File: src/rtl/io_spi_seq.sv
// Transfer sequencer that drives the SPI lite controller register port from 16-byte TX/RX buffers.
// CPU register reads return one cycle after the strobe; the SPI port is only driven while seq_busy is high.
module io_spi_seq (
  input  logic        clk,
  input  logic        rst_n,
  input  logic        dma_io_we,
  input  logic [15:2] dma_io_wadr,
  input  logic [31:0] dma_io_wdata,
  input  logic [15:2] dma_io_radr,
  input  logic        dma_io_radr_en,
  input  logic [31:0] dma_io_rdata_in,
  output logic [31:0] dma_io_rdata,
  output logic        m_io_we,
  output logic [15:2] m_io_wadr,
  output logic [31:0] m_io_wdata,
  output logic [15:2] m_io_radr,
  output logic        m_io_radr_en,
  input  logic [31:0] m_io_rdata,
  output logic        seq_busy,
  output logic        seq_done
);

  localparam logic [15:2] A_MOSI = 14'h3C82;
  localparam logic [15:2] A_MISO = 14'h3C83;
  localparam logic [15:2] A_CTRL = 14'h3C84;
  localparam logic [15:2] A_LEN  = 14'h3C85;
  localparam logic [15:2] A_TXD  = 14'h3C86;
  localparam logic [15:2] A_RXD  = 14'h3C87;

  typedef enum logic [2:0] {
    S_IDLE, S_CLR, S_TXST, S_TXCHK, S_TXWR, S_RXRD, S_RXCHK, S_DONE
  } state_t;

  state_t      state, state_nxt;
  logic [7:0]  tx_buf [16];
  logic [7:0]  rx_buf [16];
  logic [3:0]  wptr;
  logic [4:0]  len, tx_idx, rx_count, rptr;
  logic [7:0]  stall;
  logic        done, err;
  logic        rd_hit;
  logic [31:0] rd_dat, rd_val;

  logic busy, wr_ctrl, wr_len, wr_txd, rd_rxd;
  logic start_ok, abort_req, rx_valid, rx_empty, tx_left;
  logic [4:0] rx_count_upd;
  logic [7:0] stall_upd;

  assign busy      = (state != S_IDLE);
  assign wr_ctrl   = dma_io_we && (dma_io_wadr == A_CTRL);
  assign wr_len    = dma_io_we && (dma_io_wadr == A_LEN);
  assign wr_txd    = dma_io_we && (dma_io_wadr == A_TXD);
  assign rd_rxd    = dma_io_radr_en && (dma_io_radr == A_RXD);
  assign abort_req = wr_ctrl && dma_io_wdata[1];
  assign start_ok  = wr_ctrl && dma_io_wdata[0] && !dma_io_wdata[1] && !busy && (len != 5'd0);
  assign rx_valid  = (rptr < rx_count);
  assign rx_empty  = m_io_rdata[9];
  assign tx_left   = (tx_idx < len);

  // Empty polls only count as a stall once every TX byte has been pushed.
  assign rx_count_upd = rx_empty ? rx_count : rx_count + 5'd1;
  assign stall_upd    = !rx_empty ? 8'd0 : (tx_left ? stall : stall + 8'd1);

  always_comb begin
    state_nxt = state;
    case (state)
      S_IDLE:  if (start_ok) state_nxt = S_CLR;
      S_CLR:   state_nxt = S_TXST;
      S_TXST:  state_nxt = S_TXCHK;
      S_TXCHK: state_nxt = m_io_rdata[8] ? S_TXST : S_TXWR;
      S_TXWR:  state_nxt = S_RXRD;
      S_RXRD:  state_nxt = S_RXCHK;
      S_RXCHK: begin
        if (rx_count_upd == len)     state_nxt = S_DONE;
        else if (stall_upd == 8'hFF) state_nxt = S_DONE;
        else if (tx_left)            state_nxt = S_TXST;
        else                         state_nxt = S_RXRD;
      end
      S_DONE:  state_nxt = S_IDLE;
      default: state_nxt = S_IDLE;
    endcase
    if (abort_req && busy) state_nxt = S_IDLE;
  end

  always_ff @(posedge clk or negedge rst_n) begin
    if (!rst_n) state <= S_IDLE;
    else        state <= state_nxt;
  end

  always_comb begin
    m_io_we      = 1'b0;
    m_io_wadr    = '0;
    m_io_wdata   = '0;
    m_io_radr    = '0;
    m_io_radr_en = 1'b0;
    case (state)
      S_CLR:  begin m_io_we = 1'b1; m_io_wadr = A_MISO; m_io_wdata = 32'h400; end
      S_TXST: begin m_io_radr_en = 1'b1; m_io_radr = A_MOSI; end
      S_TXWR: begin m_io_we = 1'b1; m_io_wadr = A_MOSI; m_io_wdata = {24'd0, tx_buf[tx_idx[3:0]]}; end
      S_RXRD: begin m_io_radr_en = 1'b1; m_io_radr = A_MISO; end
      default: ;
    endcase
  end

  assign seq_busy = busy;
  assign seq_done = (state == S_DONE);

  always_comb begin
    rd_val = '0;
    case (dma_io_radr)
      A_CTRL:  rd_val = {19'd0, rx_count, 5'd0, err, done, busy};
      A_LEN:   rd_val = {27'd0, len};
      A_TXD:   rd_val = {28'd0, wptr};
      A_RXD:   rd_val = {23'd0, rx_valid, rx_buf[rptr[3:0]]};
      default: rd_val = '0;
    endcase
  end

  always_ff @(posedge clk or negedge rst_n) begin
    if (!rst_n) begin
      for (int i = 0; i < 16; i++) begin
        tx_buf[i] <= '0;
        rx_buf[i] <= '0;
      end
      wptr     <= '0;
      len      <= '0;
      tx_idx   <= '0;
      rx_count <= '0;
      rptr     <= '0;
      stall    <= '0;
      done     <= 1'b0;
      err      <= 1'b0;
      rd_hit   <= 1'b0;
      rd_dat   <= '0;
    end else begin
      if (wr_len) len <= (dma_io_wdata[4:0] > 5'd16) ? 5'd16 : dma_io_wdata[4:0];
      if (wr_txd && !busy) begin
        if (dma_io_wdata[8]) wptr <= '0;
        else begin
          tx_buf[wptr] <= dma_io_wdata[7:0];
          wptr         <= wptr + 4'd1;
        end
      end
      if (rd_rxd && rx_valid) rptr <= rptr + 5'd1;
      if (state == S_TXWR) tx_idx <= tx_idx + 5'd1;
      if (state == S_RXCHK) begin
        if (!rx_empty && !rx_count[4]) rx_buf[rx_count[3:0]] <= m_io_rdata[7:0];
        rx_count <= rx_count_upd;
        stall    <= stall_upd;
        if ((rx_count_upd != len) && (stall_upd == 8'hFF)) err <= 1'b1;
      end
      if (state == S_DONE) done <= 1'b1;
      // Start acceptance overrides the read-side rptr bump in the same cycle.
      if (start_ok) begin
        done     <= 1'b0;
        err      <= 1'b0;
        rx_count <= '0;
        rptr     <= '0;
        tx_idx   <= '0;
        stall    <= '0;
      end
      rd_hit <= dma_io_radr_en && (dma_io_radr >= A_CTRL) && (dma_io_radr <= A_RXD);
      rd_dat <= rd_val;
    end
  end

  assign dma_io_rdata = rd_hit ? rd_dat : dma_io_rdata_in;

  logic unused_bits;
  assign unused_bits = ^{dma_io_wdata[31:9], m_io_rdata[31:10]};

endmodule
File: config.mk
export PLATFORM = sky130hd
export DESIGN_NAME = io_spi_seq
export DESIGN_NICKNAME = d
export VERILOG_FILES = /design/src/rtl/io_spi_seq.sv
export SDC_FILE = /design/constraint.sdc
export NUM_CORES = 1
export LEC_CHECK = 0
export ABC_CLOCK_PERIOD_IN_PS = 3200
export CORE_MARGIN = 2
export CORE_UTILIZATION = 45
export DETAILED_ROUTE_END_ITERATION = 8
export PLACE_DENSITY = 0.71
export SLEW_MARGIN = 20
export SYNTH_ARGS = -nofsm -noshare
export SYNTH_HDL_FRONTEND = slang
export SYNTH_SLANG_ARGS = --single-unit
export TNS_END_PERCENT = 10
File: constraint.sdc
create_clock -name clk -period 3.2 [get_ports clk]
set_input_delay 0.32 -clock clk [delete_from_list [all_inputs] [get_ports clk]]
set_output_delay 0.32 -clock clk [all_outputs]
set_load 0.01 [all_outputs]
==> key figures <==
Route
  • Iter 0 DRT Violations: between 500 and 600
  • Post-Route WL: 35,600 um
  • Top Layer Used: met4
  • Routed wl met2: 17,400 um
  • Remaining DRCs: 0
  • DR WL met3: 1530 um
  • Router iterations before antenna repair: 5
  • Via Count: 9,579
  • Routed vias/inst: 5.50
  • Post-route ant nets: 0
  • WL met1: 15,900 um
  • Wire per inst: 20.4 um

STA
  • Clk_skew: 0.0291 ns
  • Sum Neg Setup Slack: 0 ns
  • Fmax: 319 MHz
  • Max-Slew Margin vs Limit: 49.3%
  • Setup violators final: 0
  • Slew @ Worst Pin: 0.761 ns
  • RSZ-0062 raised after global routing: false
  • Tcrit/Tclk final: 97.9%
  • Final Slew Violations: 0
  • Final hold vios: 0
  • Min Tclk post-route: 3.13 ns
  • Final WS setup: about 0.067 ns

Power and ir drop
  • Combinational Power Share: 6.3%
  • Worst vdd ir: 0.357 mV
  • Clk pwr share: about half
  • LEAKAGE: 8.67 nW
  • PD cells: 462 mW/mm^2
  • Sw Share: 22.3%
  • Sequential share of power: roughly 46%
  • Int Pwr: 6.65 mW
  • Switching power: 1.91 mW

Setup path
  • Reg2reg path depth: 6
  • Crit path kind: register to output pin
  • Worst setup EP type: output pin
  • Startpoint Class: register
  • Required time of the critical path: approximately 2.9 ns
  • Worst reg-to-reg setup slack: ~0.33 ns
  • Worst EP arrival: 2.81 ns
  • Worst Path Max Fanout: 12

Placed design
  • Routability-driven placement congestion ratio: just under 0.8
  • DP HPWL: 24,100 um
  • IO Port Bufs: roughly 140
  • Place WS: 0.166 ns

Job
  • Max_cap viols: 0

Hold path
  • HP Class: input pin to async pin

Synth
  • Async SR Flop Fraction: 100%
  • Synth Register Bits: approximately 300
  • Predominant post-synthesis flop cell: dfrtp_1
  • Synth Cell Area: 0.0154 mm^2
  • Ys Warns: 0
  • Number of synthesized flops with an enable pin: 0
  • Synth Area per Inst: 13.7 um^2
  • Distinct cells, synth: 58
  • Sequential share of the synthesized area: between 40% and 50%
  • Gate Count Post-Synth: around 1,100

GRT
  • GR Util All Layers: 20.1%
  • Overflow after GRT: 0
  • First-pass GRT wire length: 56,400 um
  • Largest net degree at the start of global routing: 95
  • Initial antenna violation count: 1
  • Vias in the first global route: 9,996

Die
  • Row cnt: between 60 and 70
  • Die ar.: 0.0357 mm^2
  • # IOs: approximately 220
  • Die height: 189 um
  • Die span in x: 189 um
  • Initial Util: a little under half
  • Core footprint: 0.0336 mm^2

CTS
  • CTS max path bufs: 3
  • Insertion delay to the later sink of the worst-skew pair: 0.53 ns
  • Clk Tree Root Cell: clkbuf_16
  • TritonCTS clock tree: done
  • Total CTS buffers: 35
  • Reg clk slew, reported paths: 0.06 ns
  • CTS sink cnt: about 310
  • # H-tree levels: 2

Outcome
  • Status: finished, final reports clean

Cells and area
  • Fill cell count: 2,734
  • Nets: 1,413
  • Multi-input gate area: 0.00715 mm^2
  • FF/Latch Area: between 0.007 and 0.008 mm^2
  • Area growth from synthesis to layout: 20.3%
  • Layout cells sized above 1: 36.6%
-- layout by cell type, fill, tap and decap left out, types with 8 or more instances in the layout --
master             n
inv_1             21
ha_1              19
buf_4             33
nand2b_1          13
xor2_1            10
clkbuf_16         37
nand2_1           51
nand3_1           16
dfrtp_1          304
mux4_2            83
nand2_2            8
o21ai_0           26
a21oi_1           14
conb_1            37
nor2_1            26
mux2_2           263
and2_1            12
nor2b_1           26
and3_1            12
clkdlybuf4s50_1  135
nand4_1            9
-- metal layers --
layer / global-route usage [%] / vias to the layer above
met1: 28.1 / 4964
met4: 5.11 / 0
met5: 0 / -
met3: 2.98 / 53
li1: - / 4325
met2: 33.1 / 237
-- cells in the mapped netlist, types with 14 or more instances --
cell | number | area [um^2]
dfrtp_1 | 307 | 7680
nor2_1 | 26 | 97.6
nand2_1 | 51 | 191
mux4_2 | 83 | 1870
nor2b_1 | 26 | 163
buf_4 | 52 | 390
mux2_2 | 263 | 2960
ha_1 | 19 | 238
nand3_1 | 16 | 80.1
inv_1 | 21 | 78.8
clkbuf_1 | 44 | 165
a21oi_1 | 14 | 70.1
o21ai_0 | 27 | 135
-- kinds of logic after synthesis --
group           share of synthesized area [%]
simple gates                             7.90
other cells                            0.0244
mux                                      32.0
flops                                    49.9
fa+ha+maj                                1.54
buf+inv                                  4.52
xor+xnor                                0.967
compound gates                           3.15
-- through the flow --
| stage | utilization [%] | hold WS, ns | cells | cell area [um^2] | power [mW] |
|---|---|---|---|---|---|
| floorplan | - | 0.0244 | 1158 | 15500 | 4.21 |
| global placement | 51.3 | 0.409 | 1674 | 17200 | 4.50 |
| detailed placement | 51.3 | 0.403 | 1674 | 17200 | 4.51 |
| CTS | 54.9 | 0.447 | 1739 | 18500 | 8.64 |
| global route | 55.1 | 0.477 | 1742 | 18500 | 8.84 |
| finish | 55.1 | 0.418 | 1742 | 18500 | 8.56 |
-- worst paths after layout --
path / from / end
setup / recovery: tx_idx[0] / m_io_wdata[2]
hold / removal: rst_n / tx_buf[110]
setup reg to reg: state[1] / tx_buf[20]
hold reg to reg: tx_buf[30] / tx_buf[30]
max in group asynchronous: rst_n / rx_buf[80]
min in group clk: tx_buf[30] / tx_buf[30]
-- state kept, by name (all words and copies together) (netlist names), 4 cells and up --
signal and flops:
rx_buf 128, len 5, wptr 4, tx_buf 128, rx_count 5, rptr 5
rd_dat 13, stall 8, tx_idx 5
-- power by group through the flow --
stage / logic [mW] / clock network [mW] / registers (mW)
finish: 0.543 / 4.12 / 3.89
global route: 0.594 / 4.36 / 3.89
CTS: 0.551 / 4.20 / 3.89
detailed placement: 0.547 / 0 / 3.96
global placement: 0.541 / 0 / 3.96
floorplan: 0.248 / 0 / 3.96
-- layout make-up --
cell class                 instances  share of cell area [%]
clock buffer                      50                    5.53
tap                              448                    3.03
clock inverter                    14                    1.05
inverter                          21                   0.426
sequential                       307                    41.5
multi-input combinational        719                    38.6
timing repair buffer             182                    9.79
antenna                            1                  0.0135
-- critical path: stages, from the launching register on --
cell	delay, ns
dfrtp_2	0.43
buf_12	0.20
mux4_2	0.54
mux4_2	0.49
and2_1	0.17
clkdlybuf4s50_1	0.47
-- repair_timing --
item	4_1_cts	5_1_grt
buffers inserted	0	1
resized for setup	6	2
cloned	0	1
hold buffers	1	0
endpoints found under the hold margin	88	0
endpoints found under the setup margin	6	3
Power figures use the tool's default switching activity.
